$ cat src/rtl/host_iface_pkg.sv
// Shared definitions for the host bus interface: bus direction codes, FSM state
// encoding and address/bank widths.
package host_iface_pkg;

    localparam logic BUS_HOST_READ  = 1'b0;
    localparam logic BUS_HOST_WRITE = 1'b1;

    localparam int BANK_BITS      = 2;
    localparam int ADDR_BITS      = 11;
    localparam int DATA_BITS      = 8;
    localparam int HOST_ADDR_BITS = BANK_BITS + ADDR_BITS;

    typedef enum logic [2:0] {
        IDLE      = 3'd0,
        WR_COMMIT = 3'd1,
        RD_REQ    = 3'd2,
        RD_CAPT   = 3'd3,
        RD_HOLD   = 3'd4,
        WAIT_IDLE = 3'd5
    } hostState_t;

    // Bank register as seen on the host data bus when read back.
    function automatic logic [DATA_BITS-1:0] bankReadback(input logic [BANK_BITS-1:0] bank);
        return {{(DATA_BITS - BANK_BITS){1'b0}}, bank};
    endfunction

endpackage

$ cat src/rtl/host_iface_sync_ff.sv
// Multi-flop synchronizer for one asynchronous host strobe; every flop resets to 1
// so an idle (high) strobe is what the logic sees straight out of reset.
module sync_ff #(
    parameter int STAGES = 2
) (
    input  logic clk,
    input  logic nrst,
    input  logic d,
    output logic q
);

    logic [STAGES-1:0] chain;

    always_ff @(posedge clk or negedge nrst) begin
        if (!nrst) begin
            chain <= '1;
        end else begin
            chain <= {chain[STAGES-2:0], d};
        end
    end

    assign q = chain[STAGES-1];

endmodule

$ cat src/rtl/host_iface.sv
// Bridges the asynchronous host memory bus onto the synchronous VRAM host port,
// with a 2-bit bank register extending the 11-bit host window to 13 bits.
module host_iface
    import host_iface_pkg::*;
#(
    parameter int SYNC_STAGES = 2
) (
    input  logic                      clk,
    input  logic                      nrst,
    input  logic [ADDR_BITS-1:0]      hostBusAddr,
    input  logic [DATA_BITS-1:0]      hostBusDataIn,
    output logic [DATA_BITS-1:0]      hostBusDataOut,
    output logic                      hostBusDataOe,
    input  logic                      nHostRMEM,
    input  logic                      nHostWMEM,
    input  logic                      nHostVRAMEn,
    input  logic                      nHostBankRegEn,
    output logic                      hostBusDir,
    output logic [HOST_ADDR_BITS-1:0] hostAddr,
    output logic [DATA_BITS-1:0]      hostWrData,
    output logic                      hostSelect,
    output logic                      hostRd,
    input  logic [DATA_BITS-1:0]      hostRdData
);

    logic syncRMem;
    logic syncWMem;
    logic syncVramEn;
    logic syncBankEn;

    logic prevRMem;
    logic prevWMem;
    logic [SYNC_STAGES:0] armPipe;
    logic armed;
    logic rdFall;
    logic wrRise;

    logic [ADDR_BITS-1:0] capAddr;
    logic [DATA_BITS-1:0] capData;
    logic [BANK_BITS-1:0] bank;
    hostState_t state;

    sync_ff #(.STAGES(SYNC_STAGES)) uSyncRMem (
        .clk (clk),
        .nrst(nrst),
        .d   (nHostRMEM),
        .q   (syncRMem)
    );

    sync_ff #(.STAGES(SYNC_STAGES)) uSyncWMem (
        .clk (clk),
        .nrst(nrst),
        .d   (nHostWMEM),
        .q   (syncWMem)
    );

    sync_ff #(.STAGES(SYNC_STAGES)) uSyncVramEn (
        .clk (clk),
        .nrst(nrst),
        .d   (nHostVRAMEn),
        .q   (syncVramEn)
    );

    sync_ff #(.STAGES(SYNC_STAGES)) uSyncBankEn (
        .clk (clk),
        .nrst(nrst),
        .d   (nHostBankRegEn),
        .q   (syncBankEn)
    );

    // Edge detection stays disarmed until the synchronizers and the previous-value
    // flops hold real pad samples, so a strobe already low at reset release is not
    // mistaken for a fresh falling edge.
    always_ff @(posedge clk or negedge nrst) begin
        if (!nrst) begin
            prevRMem <= 1'b1;
            prevWMem <= 1'b1;
            armPipe  <= '0;
        end else begin
            prevRMem <= syncRMem;
            prevWMem <= syncWMem;
            armPipe  <= {armPipe[SYNC_STAGES-1:0], 1'b1};
        end
    end

    assign armed  = armPipe[SYNC_STAGES];
    assign rdFall = armed && prevRMem && !syncRMem;
    assign wrRise = armed && !prevWMem && syncWMem;

    always_ff @(posedge clk or negedge nrst) begin
        if (!nrst) begin
            capAddr <= '0;
            capData <= '0;
        end else if (!syncWMem || !syncRMem) begin
            capAddr <= hostBusAddr;
            capData <= hostBusDataIn;
        end
    end

    assign hostAddr   = {bank, capAddr};
    assign hostWrData = capData;

    // Bank register enable outranks the VRAM enable; overlapping strobes park in
    // WAIT_IDLE until the host releases both.
    always_ff @(posedge clk or negedge nrst) begin
        if (!nrst) begin
            state          <= IDLE;
            bank           <= '0;
            hostSelect     <= 1'b0;
            hostRd         <= 1'b1;
            hostBusDataOe  <= 1'b0;
            hostBusDataOut <= '0;
            hostBusDir     <= BUS_HOST_WRITE;
        end else begin
            hostSelect <= 1'b0;
            case (state)
                IDLE: begin
                    if (!syncRMem && !syncWMem) begin
                        state <= WAIT_IDLE;
                    end else if (wrRise) begin
                        if (!syncBankEn) begin
                            bank <= capData[BANK_BITS-1:0];
                        end else if (!syncVramEn) begin
                            state      <= WR_COMMIT;
                            hostSelect <= 1'b1;
                            hostRd     <= 1'b0;
                        end
                    end else if (rdFall) begin
                        if (!syncBankEn) begin
                            hostBusDataOut <= bankReadback(bank);
                            hostBusDataOe  <= 1'b1;
                            hostBusDir     <= BUS_HOST_READ;
                            state          <= RD_HOLD;
                        end else if (!syncVramEn) begin
                            state      <= RD_REQ;
                            hostSelect <= 1'b1;
                            hostRd     <= 1'b1;
                        end
                    end
                end

                WR_COMMIT: begin
                    hostRd <= 1'b1;
                    state  <= IDLE;
                end

                RD_REQ: begin
                    state <= RD_CAPT;
                end

                RD_CAPT: begin
                    hostBusDataOut <= hostRdData;
                    hostBusDataOe  <= 1'b1;
                    hostBusDir     <= BUS_HOST_READ;
                    state          <= RD_HOLD;
                end

                RD_HOLD: begin
                    if (syncRMem) begin
                        hostBusDataOe <= 1'b0;
                        hostBusDir    <= BUS_HOST_WRITE;
                        state         <= IDLE;
                    end
                end

                WAIT_IDLE: begin
                    if (syncRMem && syncWMem) begin
                        state <= IDLE;
                    end
                end

                default: begin
                    hostBusDataOe <= 1'b0;
                    hostBusDir    <= BUS_HOST_WRITE;
                    state         <= IDLE;
                end
            endcase
        end
    end

endmodule

$ cat config.mk
export PLATFORM = sky130hd
export DESIGN_NAME = host_iface
export DESIGN_NICKNAME = d
export VERILOG_FILES = /design/src/rtl/host_iface_pkg.sv /design/src/rtl/host_iface_sync_ff.sv /design/src/rtl/host_iface.sv
export SDC_FILE = /design/constraint.sdc
export NUM_CORES = 1
export LEC_CHECK = 0
export CORE_MARGIN = 4
export CORE_UTILIZATION = 45
export CTS_CLUSTER_SIZE = 24
export DETAILED_ROUTE_END_ITERATION = 8
export PLACE_DENSITY = 0.76
export SYNTH_ARGS = -nofsm -noshare
export SYNTH_HDL_FRONTEND = slang
export SYNTH_SLANG_ARGS = --single-unit
$ cat constraint.sdc
create_clock -name clk -period 3.3 [get_ports clk]
set_input_delay 0.495 -clock clk [delete_from_list [all_inputs] [get_ports clk]]
set_output_delay 0.495 -clock clk [all_outputs]
set_load 0.1 [all_outputs]
[Word level (Yosys, flattened, before mapping)]
Index checks and enable logic that the tools add are counted.
Widths: inputs -> output; s select.
Word-level totals
  register bits after elaboration: 49
  input port bits: 33
  output and inout port bits: 33
  logic and storage cells: 97
Operators by class
  eq/ne operators: 18
  mux-type cells: 41
  bitwise logic cells: 3
  reductions and logical operators: 19
Operators by type and width (number)
  $mux 8: 4
  $mux 3: 9
  $mux 1: 23
  $pmux 8 s2: 1
  $pmux 3 s5: 1
  $ne 2x2->1 const B: 6
  $ne 4x4->1 const B: 3
  $reduce_and 6->1: 2
  $reduce_and 5->1: 2
  $pmux 1 s4: 2
  $eq 3x2->1 const B: 2
  $eq 3x3->1 const B: 2
  $logic_and 1x1->1: 6
  $ne 2x1->1 const B: 2
  $ne 4x3->1 const B: 1
  $reduce_and 4->1: 1
  $reduce_bool 2->1: 2
  $eq 3x1->1 const B: 1
  $logic_not 1->1: 3
  $logic_not 3->1: 1
  $ne 3x3->1 const B: 1
  $not 1->1: 3
  $reduce_or 3->1: 1
  $pmux 1 s2: 1
  $logic_or 1x1->1: 1

[Longest topological paths before layout]
  depth in word-level cells: 6
  depth in mapped cells: 5
  mapped depth without buffers: 3

[Modules after synthesis]
A second synthesis with hierarchy kept.
Second synthesis, totals
  cells, all modules: 126
  area, all modules: 1913.1 sq um
Modules (own cells, without submodules)
  host_iface: instances 1, cells an instance 118, area each 1702.9 sq um, seq. area each 1031.0 sq um
  sync_ff: instances 4, cells an instance 2, area each 52.6 sq um, seq. area each 52.6 sq um

[Least setup slack after synthesis]
Ideal clock, no wire load.
  path type: reg2reg
  start point: register prevRMem
  end point: register hostBusDataOut[0]
  setup time: 0.126 ns
  arrival time: 1.594 ns
  data required time: 3.174 ns
  slack: 1.580 ns
  stages on the path, launching flop included: 5
  buffers on the path: 1
  clock period less this slack: 1.720 ns
  cell sequence: dfstp_2 > or4b_1 > buf_2 > or2_0 > a221o_1
On the way
  longest elaborated chain between the ends: 4
RTL lines
  start: declaration: line host_iface.sv:31  | logic prevRMem;
  start signal: assignment: line host_iface.sv:80  | prevRMem <= syncRMem;
  $logic_and 1x1->1 (2 in series): line host_iface.sv:87  | assign rdFall = armed && prevRMem && !syncRMem;
  $ne 2x2->1 (no line)
  $reduce_and 5->1 (no line)
  end signal: assignment: line host_iface.sv:130  | hostBusDataOut <= bankReadback(bank);
  end signal: assignment: line host_iface.sv:152  | hostBusDataOut <= hostRdData;
  end: declaration: line host_iface.sv:12  | output logic [DATA_BITS-1:0] hostBusDataOut,
No other way between the ends.
A chain may end at the register's enable or synchronous reset.

[Final worst setup path]
  start point: register hostBusDataOut[1]
  end point: output hostBusDataOut[1]
No word-level cell between the ends.

==> summary.md <==
| Metric | Value |
|---|---|
| Die H | ~75 um |
| Worst-margin pin slew | between 1 and 1.5 ns |
| # clock sinks | a little under 50 |
| FF-to-FF Start | state[2] |
| Flop2flop setup slack | 1.25 ns |
| Min-Delay Startpoint | armPipe[0] |
| RePlAce Congestion | ~0.74 |
| Element type at the critical path end | output pin |
| Final Skew | between 0.003 and 0.004 ns |
| Hold path cells | 0 |
| Final hold slack | approximately 0.36 ns |
| Clock Pin Slew Worst Setup and Hold Paths | roughly 0.08 ns |
| Slowest-stage cell, CP | clkdlybuf4s50_1 |
| Synth-to-layout area growth | 39.0% |
| Die X | about 75 um |
| Finish-stage setup viols | 0 |
| Synth Warn # | 0 |
| Outcome | complete, no violations |
| Hold-fix buffers, CTS | 0 |
| Layout cell share with drive strength beyond 1 | 20.3% |
| Crit-path max FO | 3 |
| Seq/Total Area, Yosys | a little over 60% |
| Port bufs | 65 |
| R2R depth | 3 |
| Crit path time final | 2.32 ns |
| Clk Latency, worst-skew pair | about 0.3 ns |
| CTS Buf Count | 5 |
| Syn Area/Cell | about 13 um^2 |
| PostCTS Resize Cnt | 0 |
| Post-synthesis compound-gate area fraction | 12.4% |
| Ports | between 60 and 70 |
| Total Negative Setup Slacks | 0 ns |
| Worst setup startpoint | hostBusDataOut[1] |
| Final Max Slew Viols | 0 |
| DR pass1 iterations | 4 |
| Initial antenna violation count | 0 |
| Hold EP | armPipe[1] |
| N_diodes | 0 |
| Residual DRC | 0 |
| Worst EP arrival | approximately 1.8 ns |
| Iter 0 DRT Violations | 97 |
| Critical path startpoint category | register |
| Fill count | 333 |
| Starting Density | a little under half |
| Rows | 24 |
| ANT nets after route | 0 |
| Critical R2R Capture | hostBusDataOut[0] |
| Max_cap viols | 0 |
| Avg WL per Cell | 15.5 um |
| Fmax | between 400 and 500 MHz |
| Synth Register Bits | 49 |
| Total GRT Usage | 15.9% |
| Peak supply drop | between 300 and 400 uV |
| Post-route clock period utilization | between 70 and 80% |
| Main synth FF type | dfrtp_1 |
| Via count | 1458 |
| Post-synthesis xor/xnor area fraction | 0% |
| Post-DP HPWL | 3.01 mm |
| Simple-gate share of the synthesized area | a little over a tenth |
| Syn Inst Count | about 150 |
| PwrDens | between 600 and 700 nW/um^2 |
| Normalized max-slew margin | 31.2% |
| Total Wirelength | 4.17 mm |
| Longest Clk Path Bufs | 2 |
| FFs w/ async S/R, synth | 100% |
| Detailed-route vias per instance | about 5.4 |
| Root Buffer | clkbuf_8 |
| Crit-path cells | clkdlybuf4s50_1 |
| Total grt overflow | 0 |
| Unrepaired setup endpoints after global routing | false |
| Critical Path RT | roughly 2.8 ns |
| H-tree levels | 2 |
| Largest net degree at the start of global routing | 50 |
| Core Box Area | 4320 um^2 |
| Mux contribution to synthesized area | approximately an eighth |
| Syn_nets | 187 |
| Crit path buffers/inverters | 1 |
| Number of global-route vias before repair | between 1500 and 2000 |
| Hold crit path type | register to register |
| TritonCTS clock tree | done |
| Post-Syn Area | around 2000 um^2 |
| Synth cell types | 35 |
| First-pass GRT wire length | approximately 6.8 mm |
| Adder-cell share of the synthesized area | 0% |
| Main combinational cell family by area after synthesis | compound AO/OA/AOI/OAI gates |
| Total Nets Final | approximately 250 |
| CP max stage delay | 1.15 ns |
| Cell family with most CP delay | buffers and inverters |
| Hold Fails Final Rpt | 0 |
| Setup repair bufs after CTS | 0 |
| Pleak | ~0.0011 uW |
| Die Area | roughly 5600 um^2 |
| EDFF count, synth | 0 |
| WS Path Type | register to output pin |
[registers in the layout, summed over array words and instances, names as in the netlist, 2 cells and up]
register and flops:
armPipe 3, hostWrData 8, hostBusDataOut 8, uSyncVramEn.chain 2, uSyncRMem.chain 2, state 3, uSyncWMem.chain 2, uSyncBankEn.chain 2
capAddr 11, bank 2
[layout make-up]
class                           count  area, um^2  area share (%)
Tap cell                           52        65.1            2.34
Timing Repair Buffer               65         641            23.0
Clock inverter                      1        30.0            1.08
Sequential cell                    49        1240            44.6
Clock buffer                        7        86.3            3.10
Multi-Input combinational cell     91         706            25.3
Inverter                            4        15.0           0.539
[cells by family after synthesis]
family                 after synthesis
AOI/OAI and AO/OA                   35
buffers and inverters               14
DFF                                 49
muxes                               21
other                                1
and+or+nand+nor                     34
[per-layer routing]
| metal | routed length (um) | vias to the layer above | global-route usage, % |
|---|---|---|---|
| li1 | - | 686 | - |
| met1 | 1630 | 719 | 17.8 |
| met2 | 2160 | 50 | 28.6 |
| met3 | 329 | 3 | 5.47 |
| met4 | 42 | 0 | 4.55 |
| met5 | 0 | - | 0 |
[worst max-delay path by stage]
stage / end / slack, ns / depth (start not counted)
after detailed placement: hostBusDataOut[2] / 1.29 / 1
final: hostBusDataOut[1] / 0.98 / 1
after global placement: hostBusDataOut[0] / 1.30 / 3
after floorplan: hostBusDataOut[0] / 1.58 / 4
after CTS: hostBusDataOut[2] / 0.95 / 1
after global routing: hostBusDataOut[1] / 0.91 / 1
[where the power goes]
| part | switching, uW | internal [uW] | total [uW] |
|---|---|---|---|
| combinational | 385 | 154 | 539 |
| sequential | 53.8 | 662 | 716 |
| clock | 187 | 247 | 434 |
[placed cells by master, fill, tap and decap left out, types with 2 or more instances in the layout]
cell | synthesis | layout
buf_4 | 0 | 2
nor3_1 | 4 | 4
inv_1 | 4 | 4
a221o_1 | 3 | 3
clkbuf_8 | 0 | 6
nor2_1 | 2 | 2
clkdlybuf4s50_1 | 0 | 62
nor2b_1 | 6 | 6
nand4b_1 | 4 | 4
dfstp_2 | 12 | 12
o32ai_1 | 8 | 8
o21ai_0 | 8 | 8
mux2_2 | 21 | 21
nand2b_1 | 2 | 2
nand2_1 | 6 | 6
dfrtp_1 | 37 | 37
a21oi_1 | 9 | 9
[cells in the mapped netlist (2+ instances only)]
cell      number  area share [%]
dfrtp_1       37              46
mux2_2        21              12
dfstp_2       12              16
a21oi_1        9             2.2
o21ai_0        8             2.0
o32ai_1        8             3.5
clkbuf_1       6             1.1
nand2_1        6             1.1
nor2b_1        6             1.9
inv_1          4            0.75
nand4b_1       4             1.7
nor3_1         4             1.0
a221o_1        3             1.5
buf_2          3            0.75
nand2b_1       2            0.62
nor2_1         2            0.37
[through the flow]
stage               cell area [um^2]  instances  total power (uW)  worst slack (ns)  utilization [%]
finish                          2780        269              1690             0.981             64.4
global route                    2780        269              1760             0.911             64.4
CTS                             2780        269              1710             0.953             64.4
detailed placement              2670        261              1270              1.29             61.7
global placement                2670        261              1260              1.30             61.7
floorplan                       2000        154              1110              1.58                -
No activity file was read; power rests on OpenSTA's default activity.
